[config.mk]
export PLATFORM = sky130hd
export DESIGN_NAME = kim_fetch_redirect
export DESIGN_NICKNAME = d
export VERILOG_FILES = /design/src/rtl/kim_fetch_redirect.sv
export SDC_FILE = /design/constraint.sdc
export NUM_CORES = 1
export LEC_CHECK = 0
export CELL_PAD_IN_SITES_DETAIL_PLACEMENT = 1
export CELL_PAD_IN_SITES_GLOBAL_PLACEMENT = 2
export CORE_AREA = 2 2 119 167
export DETAILED_ROUTE_END_ITERATION = 8
export DIE_AREA = 0 0 121 169
export PLACE_DENSITY_LB_ADDON = 0.1
export SETUP_SLACK_MARGIN = 0.1
export SYNTH_ARGS = -nofsm -noshare
export SYNTH_HDL_FRONTEND = slang
export SYNTH_SLANG_ARGS = --single-unit
export TNS_END_PERCENT = 20
[constraint.sdc]
create_clock -name clk -period 3.5 [get_ports clk]
set_input_delay 0.7 -clock clk [delete_from_list [all_inputs] [get_ports clk]]
set_output_delay 0.7 -clock clk [all_outputs]
set_load 0.01 [all_outputs]
[src/rtl/kim_fetch_redirect.sv]
// kim_fetch_redirect: program counter and IF/ID register for the 5-stage MIPS core.
// Redirects fetch on an ID-stage taken branch, honours hazard stalls, and either
// flushes or keeps the wrong-path (branch+4) instruction.
// Build option: define KIM_BRANCH_DELAY_SLOT_EN for MIPS delay-slot semantics
// (branch+4 is kept in IF/ID). Undefined: branch+4 is replaced by a NOP bubble.
module kim_fetch_redirect #(
    parameter logic [31:0] RESET_PC = 32'h0000_0000
) (
    input  logic        clk,
    input  logic        reset_n,
    input  logic        is_same,
    input  logic [31:0] branch_target,
    input  logic        stall,
    output logic [31:0] imem_addr,
    input  logic [31:0] imem_rdata,
    output logic [31:0] if_id_inst,
    output logic [31:0] if_id_pc4,
    output logic        if_id_valid,
    output logic        pc_misalign,
    output logic [15:0] taken_count
);

    typedef enum logic {BOOT, RUN} state_t;

    typedef struct packed {
        logic [31:0] inst;
        logic [31:0] pc4;
        logic        valid;
    } if_id_t;

    localparam if_id_t BUBBLE = '{inst: 32'h0, pc4: 32'h0, valid: 1'b0};

    state_t      state, state_nxt;
    logic [31:0] pc, pc_nxt;
    logic [31:0] pc_plus4;
    if_id_t      if_id, if_id_nxt;
    logic        misalign, misalign_nxt;
    logic [15:0] cnt, cnt_nxt;

    assign pc_plus4 = pc + 32'd4;

    // Next-state, PC selection and IF/ID load; stall outranks the branch decision.
    always_comb begin
        state_nxt    = state;
        pc_nxt       = pc;
        if_id_nxt    = if_id;
        misalign_nxt = misalign;
        cnt_nxt      = cnt;
        case (state)
            BOOT: begin
                state_nxt = RUN;
                pc_nxt    = RESET_PC;
                if_id_nxt = BUBBLE;
            end
            RUN: begin
                if (stall) begin
                    // operands not ready: compare result untrusted, hold everything
                end else if (is_same) begin
                    pc_nxt = {branch_target[31:2], 2'b00};
                    if (cnt != 16'hFFFF)
                        cnt_nxt = cnt + 16'd1;
                    if (branch_target[1:0] != 2'b00)
                        misalign_nxt = 1'b1;
`ifdef KIM_BRANCH_DELAY_SLOT_EN
                    if_id_nxt = '{inst: imem_rdata, pc4: pc_plus4, valid: 1'b1};
`else
                    // pc4 still recorded for debug even though the slot is dead
                    if_id_nxt = '{inst: 32'h0, pc4: pc_plus4, valid: 1'b0};
`endif
                end else begin
                    pc_nxt    = pc_plus4;
                    if_id_nxt = '{inst: imem_rdata, pc4: pc_plus4, valid: 1'b1};
                end
            end
            default: begin
                state_nxt = BOOT;
                pc_nxt    = RESET_PC;
                if_id_nxt = BUBBLE;
            end
        endcase
    end

    // State registers; synchronous reset overrides any concurrent branch or stall.
    always_ff @(posedge clk) begin
        if (!reset_n) begin
            state    <= BOOT;
            pc       <= RESET_PC;
            if_id    <= BUBBLE;
            misalign <= 1'b0;
            cnt      <= 16'h0;
        end else begin
            state    <= state_nxt;
            pc       <= pc_nxt;
            if_id    <= if_id_nxt;
            misalign <= misalign_nxt;
            cnt      <= cnt_nxt;
        end
    end

    assign imem_addr   = pc;
    assign if_id_inst  = if_id.inst;
    assign if_id_pc4   = if_id.pc4;
    assign if_id_valid = if_id.valid;
    assign pc_misalign = misalign;
    assign taken_count = cnt;

endmodule

Word level (Yosys, flattened, before mapping)
Index checks and enable logic that the tools add are counted.
Storage, ports and cells
  bits in read-only memories: 0
  input port bits: 68
  latch bits: 0
  memories: 0
  output and inout port bits: 114
  bits in writable memories: 0
  bits in registers: 115
  logic and storage cells: 23
Operators by class
  add/sub/neg operators: 2
  shifts and indexed selects: 0
  equal/unequal tests: 2
  reductions and logical operators: 3
  bitwise operators: 2
  multiply operators: 0
  div/mod/pow operators: 0
  magnitude comparators: 0
  multiplexer cells: 7
Operators by type and width (count)
  65-bit 2-to-1 mux: 2
  65-bit case mux with 2 select lines: 1
  32-bit 2-to-1 mux: 2
  32-bit case mux with 2 select lines: 1
  32-bit by 3-bit adder with 32-bit output, second input constant: 1
  16-bit by 1-bit adder with 16-bit output, second input constant: 1
  16-bit inequality test, second input constant: 1
  4-bit AND reduction: 2
  2-bit inequality test, second input constant: 1
  1-bit inverter: 2
  2-bit nonzero test: 1
  1-bit 2-to-1 mux: 1

Longest topological paths before layout
  depth in word-level cells: 4
  mapped depth: 7
  gate-level depth less buffers: 6

Worst setup path before layout
OpenSTA, ideal clock, no wires.
  path type: flip-flop to flip-flop
  start point: register pc[2] (netlist: imem_addr[2])
  end point: register pc[18] (netlist: imem_addr[18])
  data required time: 3.430 ns
  arrival: 2.225 ns
  clock period less this slack: 2.295 ns
  slack: 1.205 ns
  cell stages (with the launch flop): 7
  setup time: 0.070 ns
  path buffers: 0
  cells stage by stage: dfxtp_1 -> ha_1 -> nand3_1 -> or4_4 -> or4_1 -> a21o_1 -> a21oi_1
Between the ends
  word-level cells in the longest chain between the ends: 4
Ends and longest elaborated chain
  start, declared: line 34  | logic [31:0] pc, pc_nxt;
  start signal, assigned: line 93  | pc <= pc_nxt;
  32-bit by 3-bit adder with 32-bit output: line 40  | assign pc_plus4 = pc + 32'd4;
  32-bit 2-to-1 mux: line 58  | end else if (is_same) begin
  32-bit 2-to-1 mux: line 56  | if (stall) begin
  32-bit case mux with 2 select lines: line 49  | case (state)
No other way between the ends. The select of a mux whose other input is x is not followed.
A chain may end at the register's enable or synchronous reset.

Worst setup path after layout
  start point: register pc[2] (netlist: imem_addr[2])
  end point: register pc[30] (netlist: imem_addr[30])
Same word-level chain as after synthesis.

==> results.md <==
* # IOs at 182
* Final Cycle Share at 77.7%
* Grt total ovfl at 0
* Status: completed
* DR vias at about 5100
* Crit. End Element: register
* Crit-path max FO at 9
* Setup crit start kind: register
* Num CTS Buffers at 9
* WP buf/inv at 0
* Ant diodes at 0
* Synth top area cells: dfxtp_1 (43%), a22oi_1 (5.3%), nor2b_1 (4.2%)
* Share of layout cells above drive strength 1 at 4.30%
* CP Data Arrival Time at 3000 ps
* Vias/cell at 5.05
* Final nets at around 830
* CP required at approximately 3800 ps
* Number of DRC markers in iteration 0 at 233
* Register area share after synthesis at a little over two fifths
* Area grow syn2layout at 43.9%
* GP Congestion at ~0.8
* Post-synthesis register bit count at 111
* Max Cap Viol at 0
* Syn Area/Cell at 8.52 um2
* Post-cts resize count at 0
* PD cells at about 370 nW/um2
* WHS at 460 ps
* Final Max Slew Viols at 0
* Ys async rst share at 0%
* Setup Total Neg Slack at 0 ps
* Cts hold-fix bufs at 0
* Die height at 169 um
* Main synth FF type: dfxtp_1
* Clk Latency, worst-skew pair at 350 ps
* Initial Util at 27.4%
* DRC at 0
* Root buffer cell: clkbuf_16
* EDFF count, synth at 0
* Power Total at 0.00276 W
* # rows at 60
* Unrepaired setup endpoints after global routing: false
* Crit path cell chain: ha_1, nand3_1, nor4_4, nand3_1, or4_1, a31oi_1
* Final hold vios at 0
* H-tree level count at 3
* Final Setup Violations at 0
* Fmax at 368 MHz
* CP max-delay cell: nor4_4
* CP delay by family, top: simple AND/OR/NAND/NOR gates
* Sink Count at 111
* Largest net degree at the start of global routing at 47
* Synth cell types at 57
* WL/cell at about 19 um
* Setup bufs post-CTS at 0
* CTS Buffer Depth at 2
* TritonRoute pass-1 iters at 4
* Buffers added on ports at 177
* Max rail drop VDD at 216 uV
* Period minus WS final at ~2700 ps
* Top cell type's share of synthesized area at 42.7%
* Vias in the first global route at 5432
* Global-route usage over all layers at 18.2%
* Core Box Area at 19000 um2
* Worst Tran Pin Value at ~940 ps
* Critical Path Max Stage Delay at 690 ps
* Hold Path Class: register to register
* Yosys warns at 0
* Leakage at 2.55 nW
* HPWL Detailed at 13800 um
* Mapped cell area at 5210 um2
* CP Class: register to register
* Die ar. at between 20000 and 25000 um2
* DRT antenna net count at 0
* Rel. slew slack at between 30% and 40%
* CTS tree: done
* Cell mode on critical path: nand3_1
* Clock transition at the registers of the reported paths at 80 ps
* WL final at about 19000 um
* Post-Syn Instances at roughly 610
* First-pass GRT wire length at 29100 um
* Yosys top cell by area: dfxtp_1
* Worst Skew at between 10 and 15 ps
* Chip width at 121 um
* Initial antenna violation count at 0
==> layout make-up <==
type,count,area [um2]
clock buffers,9,225
clock inverters,7,96.3
fillers,2211,11500
inverters,3,11.3
multi-input cells,450,2780
flip-flops and latches,111,2220
well taps,248,310
repair buffers,188,1850
==> cells in the mapped netlist, types with 18 or more instances <==
master and count:
and2_1 18, xnor2_1 21, a21oi_1 36, dfxtp_1 111
nand3_1 26, o21ai_0 41, clkbuf_1 36, nor2_1 40
xor2_1 19, a22oi_1 37, nor2b_1 35, nand2_1 51
==> report_power, final <==
| part | total, W | switching [W] | internal, W |
|---|---|---|---|
| clock network | 0.00113 | 0.000502 | 0.000631 |
| logic | 0.000304 | 0.000139 | 0.000165 |
| registers | 0.00133 | 0.0000370 | 0.00129 |
==> final timing paths <==
path           startpoint             to  slack [ps]  cells after the start
max          imem_addr[2]  imem_addr[30]         780                      6
min          if_id_pc4[8]   if_id_pc4[8]         460                      2
max reg2reg  imem_addr[2]  imem_addr[30]         780                      6
min reg2reg  if_id_pc4[8]   if_id_pc4[8]         460                      2
==> stage by stage <==
stage | cells | cell area, um2 | utilization (%) | worst slack [ps]
after floorplan | 614 | 5220 | - | 1200
after global placement | 1000 | 7170 | 37.8 | 770
after detailed placement | 1000 | 7170 | 37.8 | 681
after CTS | 1016 | 7490 | 39.4 | 770
after global routing | 1016 | 7490 | 39.4 | 551
final | 1016 | 7490 | 39.4 | 781
==> logic make-up (layout without fill, tap and decap cells) <==
kind of cell / count (synthesis) / after routing / synth area share [%]
muxes: 7 / 7 / 1.35
DFF: 111 / 111 / 42.7
other: 1 / 4 / 0.0720
adders and majority gates: 2 / 2 / 0.480
AOI/OAI and AO/OA: 157 / 157 / 19.3
and+or+nand+nor: 240 / 240 / 25.2
buffers and inverters: 53 / 207 / 4.20
xor gates and xnor gates: 40 / 40 / 6.73
==> placed cells by master (no fill, tap or decap), types with 4 or more instances in the layout <==
cell,count
a21oi_1,36
a22o_1,4
a22oi_1,37
a31oi_1,6
and2_1,18
and3_1,11
and4_1,7
buf_4,11
clkbuf_16,9
clkdlybuf4s50_1,176
conb_1,4
dfxtp_1,111
mux2i_1,7
nand2_1,51
nand3_1,26
nand3b_1,4
nand4_1,13
nor2_1,40
nor2b_1,35
nor3_1,11
nor4_1,7
o211ai_1,8
o21a_1,6
o21ai_0,41
xnor2_1,21
xor2_1,19
==> metal layers <==
metal  up-vias  global-route usage (%)  share of wire, %
li1       2488                       -                 -
met3        24                    5.02               5.8
met1      2488                    20.0                40
met2       128                    32.7                51
met4         0                    7.03               2.6
met5         -                       0                 0
==> worst min-delay path: stages (launching register included) <==
cell     delay, ps
dfxtp_1        310
nand2_1         50
a21oi_1         50
==> state kept, by name (all words and copies together), names as in the netlist <==
signal / count
state: 1
taken_count: 16
imem_addr: 30
if_id_valid: 1
if_id_inst: 32
if_id_pc4: 30
pc_misalign: 1
Power figures use the tool's default switching activity.
==> RTL change (config.mk and constraints unchanged) <==
Make the reset (`reset_n`) asynchronous in one clocked block. Comments in the files are not updated.
--- a/src/rtl/kim_fetch_redirect.sv
+++ b/src/rtl/kim_fetch_redirect.sv
@@ -81,7 +81,7 @@
     end
 
     // State registers; synchronous reset overrides any concurrent branch or stall.
-    always_ff @(posedge clk) begin
+    always_ff @(posedge clk or negedge reset_n) begin
         if (!reset_n) begin
             state    <= BOOT;
             pc       <= RESET_PC;
Formal check against the unedited RTL: differs if reset_n is asserted again (counterexample within 4 cycles, from zero or initial values and one cycle with reset_n low); with reset_n held inactive, the same outputs for 4 cycles.
==> RTL change against the original RTL <==
- final area increased by 3.6%
- hold slack lost 120 ps
- utilization is 1.4 points higher
- clock power decreased by 8%
- global-route usage is 0.13 points lower
- fmax is 3.5% higher
- sequential cell count stayed put
- synthesized area is 4.7% higher
- worst setup slack better by 91 ps
- sequential power rose by 9.8%
- total power up 10%
- routed wire length shrank 4.0%
- critical path type is now in -> reg
- critical endpoint is now taken_count[14]
==> RTL change: results (changes against the original RTL) <==
\begin{tabular}{lr}
\hline
Metric & Value \\
\hline
\multicolumn{2}{l}{\textbf{Global routing}} \\
Number of global-route vias before repair & 5317 (-2.1\%) \\
Tot GR Track Use & 0.180 (-0.00131) \\
Largest net degree at the start of global routing & 69 (+47\%) \\
First-pass GRT wire length & 29200 µm (+0.12\%) \\
\multicolumn{2}{l}{\textbf{Worst setup path}} \\
Cell with the largest stage delay on the worst path & clkdlybuf4s50\_1 \\
Flop2flop setup slack & 870 ps (+90 ps) \\
CP max stage delay & 650 ps (-40 ps) \\
Biggest fanout along the worst timing path & 8 (-1) \\
Worst path arrival time & 2870 ps (-130 ps) \\
\multicolumn{2}{l}{\textbf{Synth}} \\
Distinct cell type count of the synthesized netlist & 54 (-5.3\%) \\
Top cell types by occurrence after synthesis & 111 x dfrtp\_1, 55 x nor2\_1, 44 x nand2\_1 \\
Proportion of synthesized area in mux cells & 0.0172 (+0.00375) \\
Total standard cell area after synthesis & 5450 µm² (+4.7\%) \\
Post-synthesis compound-gate area fraction & 0.206 (+0.0136) \\
Xor-xnor portion of the synthesized cell area & 0.0610 (-0.00624) \\
Adder-Cell Fraction of Synth Area & 0.00459 (-0.000216) \\
Async set-reset flop share out of synthesis & 1.00 (+1.00) \\
Largest cells by area after synthesis & dfrtp\_1 51\%, a22o\_1 5.8\%, xnor2\_1 3.9\%, nor2\_1 3.8\%, o21ai\_0 3.7\% \\
\multicolumn{2}{l}{\textbf{Placed design}} \\
Dpl cell area & 7470 µm² (+4.2\%) \\
Post-detailed-placement half-perimeter wirelength & 13000 µm (-6.0\%) \\
\multicolumn{2}{l}{\textbf{Pwr}} \\
VDD IR-drop max & 0.202 mV (-6.4\%) \\
P\_leak & 3.23 nW (+27\%) \\
\multicolumn{2}{l}{\textbf{Detailed routing}} \\
DR WL/cell & 18.7 µm (+0.46\%) \\
Routed vias & 4977 (-2.9\%) \\
Count of routing violations after the opening detailed-route iteration & 164 (-30\%) \\
Post-route met1 wirelength & 7610 µm (+0.52\%) \\
Detail Route met3 WL & 1280 µm (+16\%) \\
WL met2 & 8970 µm (-7.5\%) \\
\multicolumn{2}{l}{\textbf{Timing}} \\
Max\_slew headroom & 0.520 (+0.151) \\
Post-route clock skew & 12.0 ps (+1.98 ps) \\
\multicolumn{2}{l}{\textbf{Layout}} \\
Final \#Nets & 788 (-5.4\%) \\
Filler instances & 2177 (-1.5\%) \\
Layout cell share with drive strength beyond 1 & 0.0581 (+0.0151) \\
\multicolumn{2}{l}{\textbf{Clocking}} \\
Worst-path clk slew & 80 ps (about the same) \\
\multicolumn{2}{l}{\textbf{Status}} \\
Outcome & finished clean \\
\multicolumn{2}{l}{\textbf{Min path}} \\
Kind of path behind the tightest hold check & in -> async \\
\hline
\end{tabular}
-- RTL change: cell families (layout without fill, tap and decap cells) --
family	Yosys count	after routing
and+or+nand+nor	175	175
adders and majority gates	2	2
AOI/OAI and AO/OA	168	168
buffers and inverters	53	215
DFF	111	111
other	2	5
xor gates and xnor gates	38	38
muxes	9	9
-- RTL change: critical path, delay by kind of cell --
| kind | cells | cell delay (ps) |
|---|---|---|
| XOR/XNOR | 1 | 160 |
| buffers and inverters | 1 | 650 |
| AND/OR/NAND/NOR | 4 | 1350 |
-- RTL change: power breakdown --
| part | switching [mW] | internal (mW) |
|---|---|---|
| Clock | 0.529 | 0.516 |
| Sequential | 0.100 | 1.36 |
| Combinational | 0.249 | 0.291 |
| Total | 0.878 | 2.17 |
-- RTL change: final cells by class --
type | count | share of cell area
clock inverters | 6 | 0.00693
flip-flops and latches | 111 | 0.358
well taps | 248 | 0.0400
clock buffers | 10 | 0.0308
repair buffers | 187 | 0.240
inverters | 12 | 0.00580
multi-input cells | 397 | 0.318
-- RTL change: final timing paths --
| kind | from | end |
|---|---|---|
| setup / recovery | stall | taken_count[14] |
| hold / removal | reset_n | if_id_pc4[17] |
| setup reg to reg | imem_addr[2] | imem_addr[30] |
| hold reg to reg | pc_misalign | pc_misalign |
| max in group asynchronous | reset_n | imem_addr[7] |
| min in group clk | pc_misalign | pc_misalign |
-- RTL change: metal layers --
metal / track usage / up-vias
li1: - / 2318
met1: 0.222 / 2486
met2: 0.306 / 156
met3: 0.0522 / 17
met4: 0.0495 / 0
met5: 0 / -
-- RTL change: through the flow --
stage	instances	util	hold WS [ps]	setup slack [ps]
2_1_floorplan	561	-	404	1280
3_3_place_gp	955	0.393	464	588
3_5_place_dp	955	0.393	465	461
4_1_cts	971	0.409	377	844
5_1_grt	971	0.409	384	708
6_report	971	0.409	339	872
